File: src/rtl/servo_sequencer_if.sv
// Button/enable requests in, per-channel servo levels and status out; purely combinational bundle.
interface servo_sequencer_if;
    logic [3:0] btn;
    logic       enable;
    logic       s1, s2, s3, s4;
    logic       f1, f2, f3, f4;
    logic       busy;
    logic       done;
    logic [3:0] pending;

    modport master (
        output btn, enable,
        input  s1, s2, s3, s4, f1, f2, f3, f4, busy, done, pending
    );

    modport slave (
        input  btn, enable,
        output s1, s2, s3, s4, f1, f2, f3, f4, busy, done, pending
    );
endinterface

File: src/rtl/servo_sequencer.sv
// Debounced buttons queue requests; one channel at a time runs open/push/retract/close, DEB+2 cycles press-to-pending.
// No backpressure: requests latch in pending while busy or disabled, and a started sequence always completes.
module servo_sequencer #(
    parameter int DEB_CYCLES    = 500000,
    parameter int SETTLE_CYCLES = 10000000,
    parameter int HOLD_CYCLES   = 25000000
) (
    input  logic               clk,
    input  logic               rst,
    servo_sequencer_if.slave   io
);
    localparam int MAXD = (HOLD_CYCLES > SETTLE_CYCLES) ? HOLD_CYCLES : SETTLE_CYCLES;
    localparam int TW   = (MAXD > 1) ? $clog2(MAXD) : 1;
    localparam int DW   = (DEB_CYCLES > 1) ? $clog2(DEB_CYCLES) : 1;
    localparam logic [TW-1:0] SETTLE_LAST = TW'(SETTLE_CYCLES - 1);
    localparam logic [TW-1:0] HOLD_LAST   = TW'(HOLD_CYCLES - 1);
    localparam logic [DW-1:0] DEB_LAST    = DW'(DEB_CYCLES - 1);

    typedef enum logic [2:0] {S_IDLE, S_OPEN, S_PUSH, S_RETRACT, S_CLOSE} state_t;

    logic [3:0]    r_meta, r_sync, r_deb, r_pend;
    logic [DW-1:0] r_cnt [4];
    logic [3:0]    w_rise, w_clr, w_sel_oh, w_k_oh;
    logic [1:0]    w_sel;
    logic          w_start, w_last;

    state_t        r_state;
    logic [TW-1:0] r_timer;
    logic [1:0]    r_k;
    logic [3:0]    r_s, r_f;
    logic          r_busy, r_done;

    // The counter tracks how long the synced level has disagreed with the accepted level.
    always_ff @(posedge clk or posedge rst) begin
        if (rst) begin
            r_meta <= '0;
            r_sync <= '0;
            r_deb  <= '0;
            for (int n = 0; n < 4; n++) r_cnt[n] <= '0;
        end else begin
            r_meta <= io.btn;
            r_sync <= r_meta;
            for (int n = 0; n < 4; n++) begin
                if (r_sync[n] == r_deb[n]) begin
                    r_cnt[n] <= '0;
                end else if (r_cnt[n] == DEB_LAST) begin
                    r_deb[n] <= r_sync[n];
                    r_cnt[n] <= '0;
                end else begin
                    r_cnt[n] <= r_cnt[n] + 1'b1;
                end
            end
        end
    end

    always_comb begin
        w_rise = '0;
        w_sel  = '0;
        for (int n = 0; n < 4; n++)
            w_rise[n] = r_sync[n] & ~r_deb[n] & (r_cnt[n] == DEB_LAST);
        for (int n = 3; n >= 0; n--)
            if (r_pend[n]) w_sel = 2'(n);
        w_sel_oh = 4'b0001 << w_sel;
        w_k_oh   = 4'b0001 << r_k;
        w_start  = (r_state == S_IDLE) && io.enable && (r_pend != 4'b0000);
        w_clr    = w_start ? w_sel_oh : 4'b0000;
        w_last   = (r_state == S_PUSH) ? (r_timer == HOLD_LAST) : (r_timer == SETTLE_LAST);
    end

    // A fresh edge on the bit being cleared wins, so the request is not lost.
    always_ff @(posedge clk or posedge rst) begin
        if (rst) r_pend <= '0;
        else     r_pend <= (r_pend & ~w_clr) | w_rise;
    end

    always_ff @(posedge clk or posedge rst) begin
        if (rst) begin
            r_state <= S_IDLE;
            r_timer <= '0;
            r_k     <= '0;
            r_s     <= '0;
            r_f     <= '0;
            r_busy  <= 1'b0;
            r_done  <= 1'b0;
        end else begin
            r_done  <= 1'b0;
            r_timer <= w_last ? '0 : r_timer + 1'b1;
            case (r_state)
                S_IDLE: begin
                    r_timer <= '0;
                    if (w_start) begin
                        r_k     <= w_sel;
                        r_f     <= w_sel_oh;
                        r_busy  <= 1'b1;
                        r_state <= S_OPEN;
                    end
                end
                S_OPEN: if (w_last) begin
                    r_s     <= w_k_oh;
                    r_state <= S_PUSH;
                end
                S_PUSH: if (w_last) begin
                    r_s     <= '0;
                    r_state <= S_RETRACT;
                end
                S_RETRACT: if (w_last) begin
                    r_f     <= '0;
                    r_state <= S_CLOSE;
                end
                S_CLOSE: if (w_last) begin
                    r_busy  <= 1'b0;
                    r_done  <= 1'b1;
                    r_state <= S_IDLE;
                end
                default: r_state <= S_IDLE;
            endcase
        end
    end

    assign io.s1      = r_s[0];
    assign io.s2      = r_s[1];
    assign io.s3      = r_s[2];
    assign io.s4      = r_s[3];
    assign io.f1      = r_f[0];
    assign io.f2      = r_f[1];
    assign io.f3      = r_f[2];
    assign io.f4      = r_f[3];
    assign io.busy    = r_busy;
    assign io.done    = r_done;
    assign io.pending = r_pend;
endmodule

File: src/flat_wrapper.sv
// flat-port wrapper written by rule: the top's interface ports become plain ports
module servo_sequencer_flat 
#(
    parameter int DEB_CYCLES    = 500000,
    parameter int SETTLE_CYCLES = 10000000,
    parameter int HOLD_CYCLES   = 25000000
)
  (clk, rst, io_btn, io_enable, io_s1, io_s2, io_s3, io_s4, io_f1, io_f2, io_f3, io_f4, io_busy, io_done, io_pending);
  servo_sequencer_if io_i ();
  input  logic clk;
  input  logic rst;
  input wire logic [$bits(io_i.btn)-1:0] io_btn;
  input wire logic [$bits(io_i.enable)-1:0] io_enable;
  output wire logic [$bits(io_i.s1)-1:0] io_s1;
  output wire logic [$bits(io_i.s2)-1:0] io_s2;
  output wire logic [$bits(io_i.s3)-1:0] io_s3;
  output wire logic [$bits(io_i.s4)-1:0] io_s4;
  output wire logic [$bits(io_i.f1)-1:0] io_f1;
  output wire logic [$bits(io_i.f2)-1:0] io_f2;
  output wire logic [$bits(io_i.f3)-1:0] io_f3;
  output wire logic [$bits(io_i.f4)-1:0] io_f4;
  output wire logic [$bits(io_i.busy)-1:0] io_busy;
  output wire logic [$bits(io_i.done)-1:0] io_done;
  output wire logic [$bits(io_i.pending)-1:0] io_pending;
  assign io_i.btn = io_btn;
  assign io_i.enable = io_enable;
  assign io_s1 = io_i.s1;
  assign io_s2 = io_i.s2;
  assign io_s3 = io_i.s3;
  assign io_s4 = io_i.s4;
  assign io_f1 = io_i.f1;
  assign io_f2 = io_i.f2;
  assign io_f3 = io_i.f3;
  assign io_f4 = io_i.f4;
  assign io_busy = io_i.busy;
  assign io_done = io_i.done;
  assign io_pending = io_i.pending;
  servo_sequencer #(.DEB_CYCLES(DEB_CYCLES), .SETTLE_CYCLES(SETTLE_CYCLES), .HOLD_CYCLES(HOLD_CYCLES)) u_core (.clk(clk), .rst(rst), .io(io_i));
endmodule
File: config.mk
export PLATFORM = sky130hd
export DESIGN_NAME = servo_sequencer_flat
export DESIGN_NICKNAME = d
export VERILOG_FILES = /design/src/rtl/servo_sequencer_if.sv /design/src/rtl/servo_sequencer.sv /design/src/flat_wrapper.sv
export SDC_FILE = /design/constraint.sdc
export NUM_CORES = 1
export LEC_CHECK = 0
export ABC_AREA = 1
export CAP_MARGIN = 20
export CORE_UTILIZATION = 30
export CTS_BUF_LIST = sky130_fd_sc_hd__clkbuf_16
export DETAILED_ROUTE_END_ITERATION = 12
export PLACE_DENSITY = 0.55
export SLEW_MARGIN = 20
export SYNTH_ARGS = -nofsm -noshare
export SYNTH_HDL_FRONTEND = slang
export SYNTH_SLANG_ARGS = --single-unit
File: constraint.sdc
create_clock -name clk -period 4.1 [get_ports clk]
set_input_delay 0.82 -clock clk [delete_from_list [all_inputs] [get_ports clk]]
set_output_delay 0.82 -clock clk [all_outputs]
set_load 0.1 [all_outputs]
==> results of run 1 <==
==> path summary, 6_finish.rpt <==
| check | cells after the start | slack, ps | start | to |
|---|---|---|---|---|
| setup / recovery | 1 | 1260 | u_core.io.pending[1]$_DFF_PP0_ | io_pending[1] |
| hold / removal | 0 | 350 | u_core.r_meta[3]$_DFF_PP0_ | u_core.r_sync[3]$_DFF_PP0_ |
| setup reg to reg | 10 | 1700 | u_core.r_state[0]$_DFFE_PP0P_ | u_core.r_timer[22]$_DFF_PP0_ |
| hold reg to reg | 0 | 350 | u_core.r_meta[3]$_DFF_PP0_ | u_core.r_sync[3]$_DFF_PP0_ |
| max in group asynchronous | 4 | 2550 | rst | u_core.r_timer[12]$_DFF_PP0_ |
| min in group asynchronous | 2 | 780 | rst | u_core.r_cnt[53]$_DFF_PP0_ |
==> cell families after synthesis <==
| family | after synthesis |
|---|---|
| simple gates | 589 |
| buf+inv | 136 |
| flops | 132 |
| compound gates | 65 |
| xor+xnor | 27 |
| fa+ha+maj | 9 |
==> state kept, by name, indices dropped and copies added (netlist names) <==
register,count
u_core.r_cnt,76
u_core.r_timer,25
u_core.io.pending,4
u_core.r_deb,4
u_core.r_f,4
u_core.r_meta,4
u_core.r_s,4
u_core.r_sync,4
u_core.r_state,3
u_core.r_k,2
u_core.io.busy,1
u_core.io.done,1
==> cells in the final DEF (no fill, tap or decap), drive strengths merged, types with 4 or more instances in the layout <==
master,instances
nand2,215
nor4,8
o21bai,4
nor3,55
nand3,86
bufinv,4
buf,4
nor3b,11
nand4,34
clkdlybuf4s50,20
clkinv,6
xor2,25
ha,9
nor2,176
clkbuf,17
a21oi,24
o21ai,26
dfrtp,132
inv,126
==> area by class of cell <==
type / instances / area (um^2)
fillers: 2442 / 15200
flip-flops and latches: 132 / 3300
multi-input cells: 690 / 3500
repair buffers: 24 / 268
well taps: 319 / 399
inverters: 124 / 469
clock buffers: 17 / 425
clock inverters: 15 / 190
==> layer usage <==
layer	wire length, um	track usage	up-vias
met5	0	0	-
met2	7790	0.236	117
met1	8000	0.199	2912
met4	252	0.0453	0
met3	886	0.0416	22
li1	-	-	3184
==> power breakdown <==
group | switching, mW | total (mW) | internal [mW]
Combinational | 0.0543 | 0.0793 | 0.0250
Clock | 0.575 | 1.59 | 1.01
Sequential | 0.0123 | 1.33 | 1.32
==> through the flow <==
step                      hold WS (ps)  setup slack (ps)  power, mW
final                              348              1260       2.99
after global routing               363              1190       3.12
after CTS                          351              1230       3.05
after detailed placement           338              1660       1.43
after global placement             333              1660       1.43
after floorplan                    331              1640       1.40
==> results.yml, run 1 <==
status:
  outcome: "finished clean"
synthesis:
  synth_flop_cell: "dfrtp_1"
  syn_inst: 958
  synth.most_common_cell: "nand2_1"
  syn_avg_cell_area_um2: 7.66
  syn_area_um2: 7340
  seq_area_frac_synth: 0.450
  yosys.area.top_type_share: 0.450
  async_flop_share: 1.00
  synth_xor_area_frac: 0.0322
  synth.net_count: 974
  synth_seq_cells: 132
  synth_compound_area_frac: 0.0498
  synthTopCellsByCount: "nand2_1, nor2_1, dfrtp_1"
  ys.warnings.count: 0
  synth_top_family_by_area: "simple AND/OR/NAND/NOR gates"
  synth.area.top_cells: "dfrtp_1, nand2_1, nor2_1, inv_1, nand3_1"
  synth_fa_ha_area_frac: 0.0153
  synth_mux_area_frac: 0
  synth-edff-count: 0
  synth_cell_type_count: 42
  synth_largest_area_cell: "dfrtp_1"
  synth-simple-area-share: 0.379
die:
  dieWidth_um: 158
  io_pins: 21
  coreArea_um2: 23800
  die_area_um2: 25100
  initial_core_util: 0.309
  fp.dieH_um: 158
  num_rows: 56
sta:
  hold_viol: 0
  worstMarginPinSlew_ps: 1040
  fin_tns_setup_ps: 0
  post-route-min-period_ps: 2840
  rsz0062_at_grt: "no"
  period_share: 0.692
  max_freq_ghz: 0.353
  skew_ps: 8.06
  slew_violations: 0
  setup_viol: 0
  slew_headroom: 0.301
worst_setup_path:
  crit_type: "register to output pin"
  crit_arrival_ps: 2020
  crit_required_ps: 3280
  crit_fanout: 4
  crit_buf_inv: 1
  cp_cell_sequence: "clkdlybuf4s50_1"
  cp_slowest_cell: "clkdlybuf4s50_1"
  path_delay_family: "buffers and inverters"
  end_kind: "output pin"
  start_kind: "register"
  slowest_delay_ps: 1200
drt:
  drc_errors: 0
  wire_per_inst_um: 12.8
  ant_nets: 0
  vias: 6235
  drt_iter0_drc: 473
  firstDrtPassIters: 5
  vias_per_cell: 4.72
  wl_um: 16900
power_and_ir_drop:
  power_density_nw_per_um2: 350
  leakage_nw: 3.79
  max-vdd-ir-drop_uv: 188
cts:
  cts_buffer_depth: 2
  cts_buffers: 17
  cts_tree: "yes"
  cts_hold_buffers: 0
  htreeDepth: 4
  cts_sinks: 132
  cts_root_buf: "clkbuf_16"
  cts_setup_buffers: 0
  clock_latency_ps: 420
  post_cts_resized: 0
  cts.reportedPaths.clkPinSlew_ps: 60
grt:
  grt_max_degree: 45
  grt_pass1_wl_um: 29500
  antenna_found_initial: 0
  grt_util_all_layers: 0.150
  grt_pass1_vias: 6023
  grt_overflow: 0
cells_and_area:
  final_area_um2: 8550
  nets: 1005
  antennaDiodeCount: 0
  final_core_util: 0.360
  areaGrowthSynthToFinish_pct: 16.5
  instances_no_fill: 1321
  layout-drive-gt1-share: 0.0798
place:
  place_inst: 1288
  port_buffers: 20
  dp_hpwl_um: 12400
  routabilityCongestion: 0.870
  placed_cell_area_um2: 7920
min_path:
  hp-class: "register to register"
run:
  maxCapViolations: 0
(Power assumes the default switching activity.)
==> run 2: changes to the inputs <==
--- a/config.mk
+++ b/config.mk
@@ -10,7 +10,7 @@
 export CORE_UTILIZATION = 30
 export CTS_BUF_LIST = sky130_fd_sc_hd__clkbuf_16
 export DETAILED_ROUTE_END_ITERATION = 12
-export PLACE_DENSITY = 0.55
+export PLACE_DENSITY = 0.54
 export SLEW_MARGIN = 20
 export SYNTH_ARGS = -nofsm -noshare
 export SYNTH_HDL_FRONTEND = slang
==> constraint.sdc (replaced) <==
create_clock -name clk -period 2.7 [get_ports clk]
set_input_delay 0.54 -clock clk [delete_from_list [all_inputs] [get_ports clk]]
set_output_delay 0.54 -clock clk [all_outputs]
set_load 0.1 [all_outputs]
==> results.yml, run 2 (synthesized netlist as in run 1, its figures left out) <==
status:
  outcome: "finished clean"
cells_and_area:
  areaGrowthSynthToFinish_pct: 15.5
  reg.largest.list: "u_core.r_cnt (76), u_core.r_timer (25)"
  layout_commonest_cell: "nand2_1"
  layout-drive-gt1-share: 0.0966
  top_register: "u_core.r_cnt"
  n_fill_cell: 2480
  largest_reg_flops: 76
  final_cell_mix: "nand2_1, nor2_1, dfrtp_1"
  nets: 1007
  antennaDiodeCount: 0
  instances_no_fill: 1323
sta:
  worstMarginPinSlew_ps: 593
  slew_violations: 0
  max_freq_ghz: 0.503
  slew_headroom: 0.604
  skew_ps: 10.4
  fin_tns_setup_ps: 0
  period_share: 0.736
  post-route-min-period_ps: 1990
  setup_viol: 0
  rsz0062_at_grt: "no"
  hold_viol: 0
drt:
  wl_um: 16900
  drt-met1-wl_um: 8390
  wl_met3_um: 584
  wl_met2_um: 7660
  wire_per_inst_um: 12.8
  vias: 6223
  ant_nets: 0
  vias_per_cell: 4.70
  firstDrtPassIters: 6
  drc_errors: 0
  drt_iter0_drc: 445
  route.top_layer_used: "met4"
die:
  die_area_um2: 25100
  coreArea_um2: 23800
  initial_core_util: 0.309
  io_pins: 21
  dieWidth_um: 158
  fp.dieH_um: 158
  num_rows: 56
grt:
  grt_overflow: 0
  grt_max_degree: 47
  grt_pass1_vias: 5942
  grt_pass1_wl_um: 29400
  antenna_found_initial: 0
  grt_util_all_layers: 0.149
cts:
  cts_buffer_depth: 2
  htreeDepth: 4
  clock_latency_ps: 420
  cts_tree: "yes"
  cts_sinks: 132
  cts.reportedPaths.clkPinSlew_ps: 60
  cts_hold_buffers: 0
  post_cts_resized: 0
  cts_root_buf: "clkbuf_16"
  cts_buffers: 17
  cts_setup_buffers: 0
place:
  port_buffers: 20
  place_inst: 1291
  routabilityCongestion: 0.857
  dp_hpwl_um: 12500
min_path:
  hold_path.startpoint: "u_core.r_meta[2]$_DFF_PP0_"
  hp-class: "register to register"
worst_setup_path:
  start_kind: "register"
  end_kind: "register"
  crit_fanout: 22
  crit_type: "register to register"
  r2r-start: "u_core.r_state[0]$_DFFE_PP0P_"
  crit_required_ps: 3010
  crit_start: "u_core.r_state[0]$_DFFE_PP0P_"
  crit_arrival_ps: 2300
power_and_ir_drop:
  power_frac_comb: 0.027
  max-vdd-ir-drop_uv: 324
  leakage_nw: 3.79
  p_seq_frac: 0.466
  sw_frac_of_total: 0.236
  pwr-share-clk: 0.507
  p_switching_mw: 1.02
  internal_power_mw: 3.31
  power_density_nw_per_um2: 511
run:
  maxCapViolations: 0
-- run 2: metal layers --
metal | GRT usage | vias to the layer above
met5 | 0 | -
met4 | 0.0485 | 0
met3 | 0.0259 | 24
met2 | 0.232 | 116
met1 | 0.208 | 2891
li1 | - | 3192
-- run 2: layout make-up --
type | instances | area (um^2) | area share
Clock buffer | 17 | 425 | 0.0502
Clock inverter | 15 | 133 | 0.0157
Inverter | 124 | 469 | 0.0554
Multi-Input combinational cell | 690 | 3500 | 0.413
Sequential cell | 132 | 3300 | 0.390
Tap cell | 319 | 399 | 0.0471
Timing Repair Buffer | 26 | 248 | 0.0292
-- run 2: through the flow --
| step | hold slack [ps] | util | instance area (um^2) | power, mW | setup WS (ps) |
|---|---|---|---|---|---|
| 6_report | 347 | 0.357 | 8470 | 4.33 | 713 |
| 5_1_grt | 353 | 0.357 | 8470 | 4.51 | 566 |
| 4_1_cts | 350 | 0.357 | 8470 | 4.40 | 702 |
| 3_5_place_dp | 336 | 0.333 | 7920 | 2.18 | 706 |
| 3_3_place_gp | 333 | 0.333 | 7920 | 2.18 | 764 |
| 2_1_floorplan | 331 | - | 7340 | 2.12 | 523 |
-- run 2: power by group through the flow --
stage / clock network [mW] / registers, mW / logic, mW
after floorplan: 0 / 2.05 / 0.0749
after global placement: 0 / 2.05 / 0.124
after detailed placement: 0 / 2.05 / 0.124
after CTS: 2.26 / 2.02 / 0.124
after global routing: 2.35 / 2.02 / 0.140
final: 2.20 / 2.02 / 0.118
-- run 2: worst paths after layout --
| check | slack (ps) | endpoint | depth (start not counted) |
|---|---|---|---|
| worst min-delay path | 350 | u_core.r_sync[2]$_DFF_PP0_ | 0 |
| min in group asynchronous | 400 | u_core.r_cnt[1]$_DFF_PP0_ | 2 |
| worst max register to register | 710 | u_core.r_timer[22]$_DFF_PP0_ | 10 |
| worst max-delay path | 710 | u_core.r_timer[22]$_DFF_PP0_ | 10 |
| worst min register to register | 350 | u_core.r_sync[2]$_DFF_PP0_ | 0 |
| max in group asynchronous | 1810 | u_core.r_state[1]$_DFFE_PP0P_ | 3 |
-- run 2: worst max-delay path, cell delays in order, from the launching register on --
cell and delay [ps]:
dfrtp_1 420, nor2_2 150, nand2_2 290, nand2_1 180
nand2_1 140, nor2_8 180, nand3_4 110, nand2_4 200
inv_1 90, nand2_1 70, nor2_1 40
==> run 3: changes to the inputs <==
--- a/config.mk
+++ b/config.mk
@@ -10,7 +10,7 @@
 export CORE_UTILIZATION = 30
 export CTS_BUF_LIST = sky130_fd_sc_hd__clkbuf_16
 export DETAILED_ROUTE_END_ITERATION = 12
-export PLACE_DENSITY = 0.54
+export PLACE_DENSITY = 0.55
 export SLEW_MARGIN = 20
 export SYNTH_ARGS = -nofsm -noshare
 export SYNTH_HDL_FRONTEND = slang
==> constraint.sdc (replaced) <==
create_clock -name clk -period 1.8 [get_ports clk]
set_input_delay 0.36 -clock clk [delete_from_list [all_inputs] [get_ports clk]]
set_output_delay 0.36 -clock clk [all_outputs]
set_load 0.1 [all_outputs]
==> results.yml, run 3 (synthesized netlist as in run 1, its figures left out) <==
cts:
  cts_hold_buffers: 0
  cts_root_buf: "clkbuf_16"
  cts_buffer_depth: 2
  cts_sinks: 132
  htreeDepth: 4
  cts.reportedPaths.clkPinSlew_ps: 60
  clock_latency_ps: 420
  cts_tree: "yes"
  cts_buffers: 17
status:
  outcome: "finished clean"
power_and_ir_drop:
  p_seq_frac: 0.445
  leakage_nw: 4.06
  pwr-share-clk: 0.526
  internal_power_mw: 5.26
  power_density_nw_per_um2: 750
  p_switching_mw: 1.54
  total_power_mw: 6.80
  max-vdd-ir-drop_uv: 517
  sw_frac_of_total: 0.227
  power_frac_comb: 0.030
worst_setup_path:
  end_kind: "register"
  timing.rr.end: "u_core.r_cnt[73]$_DFF_PP0_"
  start_kind: "register"
  crit_fanout: 5
  crit_arrival_ps: 1980
  crit_type: "register to register"
  crit_required_ps: 2120
  r2r-start: "u_core.r_cnt[57]$_DFF_PP0_"
  r2r_setup_slack_ps: 130
  rr_worst_depth: 10
sta:
  setup_viol: 0
  skew_ps: 11.1
  period_share: 0.927
  worstMarginPinSlew_ps: 384
  post-route-min-period_ps: 1670
  slew_violations: 0
  hold_viol: 0
  max_freq_ghz: 0.599
  slew_headroom: 0.737
  holdWs_ps: 241
  finalWorstSetupSlack_ps: 132
grt:
  grt_max_degree: 42
  grt_pass1_vias: 6143
  antenna_found_initial: 0
  grt_util_all_layers: 0.152
  grt_pass1_wl_um: 29800
  grt_overflow: 0
cells_and_area:
  antennaDiodeCount: 0
  final_core_util: 0.381
  layout-drive-gt1-share: 0.140
  final_cell_mix: "nand2_1, nor2_1, dfrtp_1"
  largest_reg_flops: 76
  top_register: "u_core.r_cnt"
  nets: 1040
  n_fill_cell: 2407
  layout_commonest_cell: "nand2_1"
  reg.largest.list: "u_core.r_cnt (76), u_core.r_timer (25)"
  areaGrowthSynthToFinish_pct: 23.5
run:
  maxCapViolations: 0
die:
  io_pins: 21
  initial_core_util: 0.309
  coreArea_um2: 23800
  die_area_um2: 25100
  dieWidth_um: 158
  num_rows: 56
  fp.dieH_um: 158
drt:
  ant_nets: 0
  firstDrtPassIters: 5
  drc_errors: 0
  vias: 6280
  drt_iter0_drc: 366
  wire_per_inst_um: 12.8
  vias_per_cell: 4.63
  wl_um: 17400
place:
  port_buffers: 20
  pre_cts_ws_ps: 83.4
  dp_hpwl_um: 12900
  routabilityCongestion: 0.882
min_path:
  hp-class: "primary input to asynchronous set/reset pin"
run 3: cell types whose count changed in the layout (fill, tap and decap cells not counted), moves of 3 or more:
| cell | previous run | this run |
|---|---|---|
| buf_4 | 17 | 35 |
| buf_12 | 3 | 18 |
| nor2_4 | 4 | 10 |
| inv_6 | 5 | 2 |
| nor2_1 | 157 | 154 |
| nor2_2 | 13 | 10 |
run 3: worst max-delay path: stages, from the launching register on:
cell and delay (ps):
dfrtp_1 370, ha_1 230, nand4_4 160, nor2_4 150
nand2_1 110, nor2_2 160, nand2_1 100, nor2_2 130
nand2_1 60, nand2_1 50, nor2_1 40
run 3: how the worst max path moves through the flow:
stage                                      from                            to
global route         u_core.r_cnt[57]$_DFF_PP0_    u_core.r_cnt[73]$_DFF_PP0_
detailed placement  u_core.r_timer[1]$_DFF_PP0_  u_core.r_timer[18]$_DFF_PP0_
finish               u_core.r_cnt[57]$_DFF_PP0_    u_core.r_cnt[73]$_DFF_PP0_
global placement     u_core.r_cnt[57]$_DFF_PP0_    u_core.r_cnt[73]$_DFF_PP0_
floorplan                                   rst    u_core.io.busy$_DFFE_PP0P_
CTS                  u_core.r_cnt[19]$_DFF_PP0_    u_core.r_cnt[37]$_DFF_PP0_
run 3: final cells by class:
cell class | instances | area, um^2 | area share
multi-input combinational | 690 | 3600 | 0.397
timing repair buffer | 59 | 683 | 0.0754
inverter | 124 | 469 | 0.0518
clock inverter | 15 | 180 | 0.0199
clock buffer | 17 | 425 | 0.0469
sequential | 132 | 3300 | 0.365
tap | 319 | 399 | 0.0440
run 3: power groups by stage:
stage | registers (mW) | logic, mW | clock network [mW]
finish | 3.02 | 0.202 | 3.57
global route | 3.02 | 0.235 | 3.83
CTS | 3.02 | 0.211 | 3.67
detailed placement | 3.08 | 0.210 | 0
global placement | 3.07 | 0.208 | 0
floorplan | 3.07 | 0.112 | 0
run 3: metrics by stage:
step | setup TNS, ps | instances | area [um^2]
2_1_floorplan | -26270 | 958 | 7340
3_3_place_gp | 0 | 1320 | 8320
3_5_place_dp | 0 | 1320 | 8320
4_1_cts | 0 | 1352 | 8930
5_1_grt | -11.9 | 1356 | 9060
6_report | 0 | 1356 | 9060
run 3: repair_timing:
item / CTS / global route
resized for setup: 0 / 25
buffers inserted: 0 / 4
endpoints found under the setup margin: 0 / 27
run 3: metal layers:
layer  GRT usage  wire (um)  vias to the layer above
met4      0.0444        138                        0
met1       0.203       8510                     2917
met3      0.0386        730                       11
met5           0          0                        -
li1            -          -                     3248
met2       0.242       7970                      104
